[src/rtl/popcount_pkg.sv]
// -----------------------------------------------------------------------------
// popcount_pkg
//   Shared definitions for the serial population-count engine.
//   - state_t  : FSM encoding (IDLE=0, COUNT=1, DONE=2)
//   - clog2    : ceiling log2, usable in constant expressions
//   - sat_add  : unsigned add saturating at 2^w - 1 (w <= 32)
// -----------------------------------------------------------------------------
package popcount_pkg;

   typedef enum logic [1:0] {
      IDLE  = 2'd0,
      COUNT = 2'd1,
      DONE  = 2'd2
   } state_t;

   // Ceiling log2; clog2(1) = 0, clog2(2) = 1, clog2(17) = 5.
   function automatic int clog2(input int value);
      int res;
      res = 0;
      for (int i = 0; i < 31; i++) begin
         if ((1 << i) < value) begin
            res = i + 1;
         end
      end
      return res;
   endfunction

   // Adds two unsigned operands and clamps the result to the largest value
   // representable in w bits. A 33-bit intermediate keeps the carry of two
   // full 32-bit operands, so the clamp is exact for every w in 1..32.
   function automatic logic [31:0] sat_add(input logic [31:0] a,
                                           input logic [31:0] b,
                                           input int          w);
      logic [32:0] sum;
      logic [32:0] lim;
      sum = {1'b0, a} + {1'b0, b};
      lim = (33'd1 << w) - 33'd1;
      return (sum > lim) ? lim[31:0] : sum[31:0];
   endfunction

endpackage

[src/rtl/popcount_lanes.sv]
// -----------------------------------------------------------------------------
// popcount_lanes
//   Combinational ones counter over a LANES-bit slice.
//   Parameters:
//     LANES : slice width (>= 1)
//   Ports:
//     bits  in  LANES               bits to count
//     count out clog2(LANES+1)      number of ones in bits
// -----------------------------------------------------------------------------
module popcount_lanes
   import popcount_pkg::*;
#(
   parameter  int LANES = 4,
   localparam int LW    = clog2(LANES + 1)
) (
   input  logic [LANES-1:0] bits,
   output logic [LW-1:0]    count
);

   always_comb begin
      count = '0;
      for (int i = 0; i < LANES; i++) begin
         count = count + LW'(bits[i]);
      end
   end

endmodule

[src/rtl/popcount_serial.sv]
// -----------------------------------------------------------------------------
// popcount_serial
//   Handshaked, width-generic population counter. A DATA_W-bit word is taken
//   in IDLE, then counted LANES bits per cycle over N = DATA_W/LANES cycles,
//   and the registered result is held in DONE until the consumer takes it.
//
//   Optional feature (macro POPCOUNT_ACC_EN): a saturating ACC_W-bit running
//   total of all completed counts, with a synchronous clear acc_clr that wins
//   over a completion in the same cycle.
//
//   Parameters:
//     DATA_W : input word width (>= 1)
//     LANES  : bits consumed per COUNT cycle; must divide DATA_W
//     ACC_W  : accumulator width (1..32), used only with POPCOUNT_ACC_EN
//     CNT_W  : derived count width, clog2(DATA_W+1)
//   Ports:
//     clk        in  1       rising-edge clock
//     rst_n      in  1       asynchronous active-low reset
//     in_valid   in  1       in_data valid
//     in_ready   out 1       word can be accepted (state == IDLE)
//     in_data    in  DATA_W  word to count
//     out_valid  out 1       out_count valid
//     out_ready  in  1       consumer takes result
//     out_count  out CNT_W   ones in the accepted word
//     busy       out 1       state != IDLE
//     acc_clr    in  1       synchronous accumulator clear   (POPCOUNT_ACC_EN)
//     acc_total  out ACC_W   saturating running total        (POPCOUNT_ACC_EN)
// -----------------------------------------------------------------------------
module popcount_serial
   import popcount_pkg::*;
#(
   parameter  int DATA_W = 16,
   parameter  int LANES  = 4,
   parameter  int ACC_W  = 16,
   localparam int CNT_W  = clog2(DATA_W + 1)
) (
   input  logic              clk,
   input  logic              rst_n,
   input  logic              in_valid,
   output logic              in_ready,
   input  logic [DATA_W-1:0] in_data,
   output logic              out_valid,
   input  logic              out_ready,
   output logic [CNT_W-1:0]  out_count,
   output logic              busy
`ifdef POPCOUNT_ACC_EN
   ,
   input  logic              acc_clr,
   output logic [ACC_W-1:0]  acc_total
`endif
);

   localparam int N     = DATA_W / LANES;
   localparam int IDX_W = (N > 1) ? clog2(N) : 1;
   localparam int LW    = clog2(LANES + 1);

   // Elaboration-time parameter sanity checks.
   if (DATA_W < 1 || LANES < 1 || LANES > DATA_W || (DATA_W % LANES) != 0) begin : g_bad_lanes
      $error("popcount_serial: LANES must divide DATA_W and be in 1..DATA_W");
   end
   if (ACC_W < 1 || ACC_W > 32) begin : g_bad_acc
      $error("popcount_serial: ACC_W must be in 1..32");
   end

   state_t              state;
   state_t              state_nxt;
   logic [DATA_W-1:0]   shreg;
   logic [CNT_W-1:0]    partial;
   logic [CNT_W-1:0]    sum;
   logic [IDX_W-1:0]    idx;
   logic [LW-1:0]       lane_cnt;
   logic                last;

   popcount_lanes #(
      .LANES (LANES)
   ) u_lanes (
      .bits  (shreg[LANES-1:0]),
      .count (lane_cnt)
   );

   // Partial sum including the slice currently at the bottom of shreg; on the
   // final COUNT edge this is the complete ones count of the word.
   assign sum  = partial + CNT_W'(lane_cnt);
   assign last = (idx == IDX_W'(N - 1));

   assign in_ready = (state == IDLE);
   assign busy     = (state != IDLE);

   // State register
   always_ff @(posedge clk or negedge rst_n) begin
      if (!rst_n) begin
         state <= IDLE;
      end else begin
         state <= state_nxt;
      end
   end

   // Next-state logic. in_valid is ignored outside IDLE, so an output
   // handshake and a new accept never happen in the same cycle.
   always_comb begin
      state_nxt = state;
      case (state)
         IDLE:    if (in_valid)  state_nxt = COUNT;
         COUNT:   if (last)      state_nxt = DONE;
         DONE:    if (out_ready) state_nxt = IDLE;
         default:                state_nxt = IDLE;
      endcase
   end

   // Datapath: shift register, partial sum, slice index, registered result
   always_ff @(posedge clk or negedge rst_n) begin
      if (!rst_n) begin
         shreg     <= '0;
         partial   <= '0;
         idx       <= '0;
         out_count <= '0;
         out_valid <= 1'b0;
      end else begin
         case (state)
            IDLE: begin
               if (in_valid) begin
                  shreg   <= in_data;
                  partial <= '0;
                  idx     <= '0;
               end
            end
            COUNT: begin
               partial <= sum;
               shreg   <= shreg >> LANES;
               idx     <= idx + 1'b1;
               if (last) begin
                  out_count <= sum;
                  out_valid <= 1'b1;
               end
            end
            DONE: begin
               if (out_ready) begin
                  out_valid <= 1'b0;
               end
            end
            default: begin
               out_valid <= 1'b0;
            end
         endcase
      end
   end

`ifdef POPCOUNT_ACC_EN
   // Running total; a clear in the completion cycle drops that word's count.
   always_ff @(posedge clk or negedge rst_n) begin
      if (!rst_n) begin
         acc_total <= '0;
      end else if (acc_clr) begin
         acc_total <= '0;
      end else if (state == COUNT && last) begin
         acc_total <= ACC_W'(sat_add(32'(acc_total), 32'(sum), ACC_W));
      end
   end
`endif

endmodule
[config.mk]
export PLATFORM = sky130hd
export DESIGN_NAME = popcount_serial
export DESIGN_NICKNAME = d
export VERILOG_FILES = /design/src/rtl/popcount_pkg.sv /design/src/rtl/popcount_lanes.sv /design/src/rtl/popcount_serial.sv
export SDC_FILE = /design/constraint.sdc
export NUM_CORES = 1
export LEC_CHECK = 0
export CAP_MARGIN = 20
export CORE_UTILIZATION = 66
export CTS_CLUSTER_SIZE = 12
export DETAILED_ROUTE_END_ITERATION = 7
export DONT_BUFFER_PORTS = 1
export PLACE_DENSITY = 0.88
export SLEW_MARGIN = 30
export SYNTH_ARGS = -nofsm -noshare
export SYNTH_HDL_FRONTEND = slang
export SYNTH_SLANG_ARGS = --single-unit
[constraint.sdc]
create_clock -name clk -period 4.21 [get_ports clk]
set_input_delay 0.421 -clock clk [delete_from_list [all_inputs] [get_ports clk]]
set_output_delay 0.421 -clock clk [all_outputs]
set_load 0.01 [all_outputs]
==> reports/results.txt <==
Status -> finished, final reports clean
Reg2Reg Launch Point -> shreg[1]
Crit path cell chain -> ha_1 -> inv_1 -> fa_1 -> inv_1 -> ha_1 -> fa_1 -> a21o_1 -> a32oi_1 -> o21ai_0
Post-route DRC -> 0
Routed len/inst -> 15.6 um
Hold Path Origin -> out_ready
Rows -> 17
Detailed Route WL -> 2980 um
Clock Latency Late Sink -> 0.34 ns
Die area -> 2630 sq um
Clk network pwr share -> 0.137
Worst Path Arrival -> 2.70 ns
Hold crit path type -> primary input to flip-flop
Initial core utilization -> 0.712
CTS tree -> done
Count of pins over their slew limit -> 0
HPWL after DPL -> 2000 um
Switching Share -> 0.418
Fillers -> 168
Area growth, synth to finish -> 4.29%
Gpl congestion -> 0.903
CP Class -> flip-flop to flip-flop
CTS resizes -> 0
CP max stage cell -> fa_1
Largest net degree at the start of global routing -> 32
Initial DRC count -> 20
Crit path from -> shreg[1]
Die width -> 51.3 um
GRT Total Usage -> 0.270
Critical Path Fanout Max -> 3
Worst slew pin tran -> 0.822 ns
Yosys Warn Count -> 0
Clock sinks -> 31
I/O pin cnt -> 28
Logic pwr share -> 0.392
Number of port buffers -> 0
CTS clk-pin slew, worst paths -> 0.10 ns
Sequential share of power -> 0.472
Worst path required time -> 4.43 ns
Routed vias/inst -> 6.16
Final Cell Area -> 1670 sq um
Sequential-to-total area share from yosys stat -> 0.483
Routed Antenna Nets -> 0
Pint -> 706 uW
Initial antenna violation count -> 0
Final setup fails -> 0
Synthesized flop and latch total -> 31
Max Root-Sink Buffers -> 2
CP startpoint kind -> flip-flop
Post-CTS Setup Inserts -> 0
Final Non-Filler Cells -> 191
Post-Syn Area -> 1610 sq um
Hold_buf cts -> 2
Most common cell after layout, fill and taps aside -> dfrtp_1
Root Driver -> clkbuf_4
H-Tree Depth -> 2
Gr ovfl total -> 0
Die boundary height -> 51.3 um
Footprint of the multi-input gates -> 754 sq um
Cell total after placement -> 181
Delay-heaviest family, CP -> adder cells
Total power -> 1.21 mW
Most frequent cells in the layout -> dfrtp_1, o21ai_0, nand2_1, a21oi_1, nor2b_1
CTS Buf Count -> 5
ANT cells -> 0
RSZ-0062 raised after global routing -> no
Syn avg cell area -> 9.91 sq um
Final Net Count -> 190
Vias -> 1,177
Final min period -> 2.49 ns
Clock Skew -> 0.00788 ns
Sw Pwr -> 506 uW
Max_slew headroom -> 0.451
Setup TNS -> 0 ns
Synthesized netlist cell count -> 162
Pwr dens -> 724 nW/um^2
CP endpoint kind -> flip-flop
Fin crit share -> 0.590
Fmax -> 402 MHz
First-pass DRT Iterations -> 6
Final Hold Viols -> 0
Synth unique cells -> 30
DP Area -> 1590 sq um
# Max-Cap Violations -> 0
Synthesized Nets -> 190
Reg area -> 776 sq um
First-pass GRT wire length -> 5030 um
Vias in the first global route -> 1,169
Worst IR Drop VDD -> 469 uV
Layout cells sized above 1 -> 0.0798
Buf+Inv Stages, Crit Path -> 2
CORE AREA -> 2250 sq um
Largest stage delay on the critical path -> 0.47 ns
Lkg Pwr -> 0.760 nW
[stage by stage]
step	util	setup slack [ns]	hold slack [ns]
floorplan	-	1.87	0.125
global placement	0.706	1.81	0.126
detailed placement	0.706	1.74	0.126
CTS	0.743	1.72	0.244
global route	0.743	1.56	0.259
finish	0.743	1.72	0.253
[cells in the mapped netlist (all sizes together)]
cell / n / area share
a21oi: 16 / 0.050
a22oi: 11 / 0.051
buf: 8 / 0.028
nand2b: 2 / 0.0078
nand3: 3 / 0.0094
a21o: 1 / 0.0047
xnor2: 1 / 0.0055
or2: 1 / 0.0039
nor2b: 16 / 0.064
inv: 7 / 0.016
a32oi: 1 / 0.0055
fa: 2 / 0.025
o21ai: 23 / 0.072
mux2: 2 / 0.014
a211o: 1 / 0.0055
nand4: 1 / 0.0039
o31ai: 1 / 0.0078
a21boi: 1 / 0.0047
a22o: 3 / 0.016
nand2: 17 / 0.040
clkbuf: 1 / 0.0023
ha: 6 / 0.047
o21bai: 1 / 0.0047
nor2: 2 / 0.0047
dfrtp: 31 / 0.48
nand3b: 1 / 0.012
and3b: 2 / 0.011
[metal layers]
metal | track usage | share of wire | up-vias
met5 | 0 | 0 | -
met4 | 0.113 | 0.018 | 0
met3 | 0.0923 | 0.057 | 7
met2 | 0.441 | 0.47 | 38
met1 | 0.325 | 0.45 | 565
li1 | - | - | 567
[kinds of logic (layout without fill, tap and decap cells)]
group | count (synthesis) | count (layout) | share of synthesized area
AOI/OAI and AO/OA | 59 | 59 | 0.222
DFF | 31 | 31 | 0.483
and+or+nand+nor | 45 | 45 | 0.157
adders and majority gates | 8 | 8 | 0.0717
xor gates and xnor gates | 1 | 1 | 0.00546
buffers and inverters | 16 | 17 | 0.0468
muxes | 2 | 2 | 0.0140
[layout make-up]
class,instances,share of cell area
multi-input cells,115,0.451
flip-flops and latches,31,0.463
clock buffers,5,0.0224
clock inverters,3,0.00897
inverters,7,0.0157
repair buffers,2,0.0179
well taps,28,0.0209
[flip-flops by register name, indices dropped and copies added, names as in the netlist]
register   cells
idx            2
partial        5
shreg         16
state          2
out_count      5
out_valid      1
[power groups by stage]
| stage | clock network, mW | logic (mW) | registers, mW |
|---|---|---|---|
| 6_report | 0.166 | 0.475 | 0.572 |
| 5_1_grt | 0.183 | 0.548 | 0.594 |
| 4_1_cts | 0.171 | 0.480 | 0.572 |
| 3_5_place_dp | 0 | 0.465 | 0.578 |
| 3_3_place_gp | 0 | 0.441 | 0.569 |
| 2_1_floorplan | 0 | 0.448 | 0.504 |
[path summary, 6_finish.rpt]
| kind | to | slack [ns] | depth (start not counted) |
|---|---|---|---|
| setup / recovery | out_count[4] | 1.72 | 9 |
| hold / removal | state[1] | 0.25 | 2 |
| setup reg to reg | out_count[4] | 1.72 | 9 |
| hold reg to reg | shreg[3] | 0.49 | 2 |
| max in group asynchronous | idx[0] | 3.52 | 2 |
| min in group asynchronous | shreg[3] | 0.51 | 2 |
[worst reg2reg max path: cells and delay by family (launching register included)]
family                     cells  cell delay [ns]
AOI/OAI and AO/OA              3             0.48
buffers and inverters          2             0.09
adders and majority gates      4             1.38
DFF                            1             0.41
Note: power is estimated with default switching activity, not from simulation.
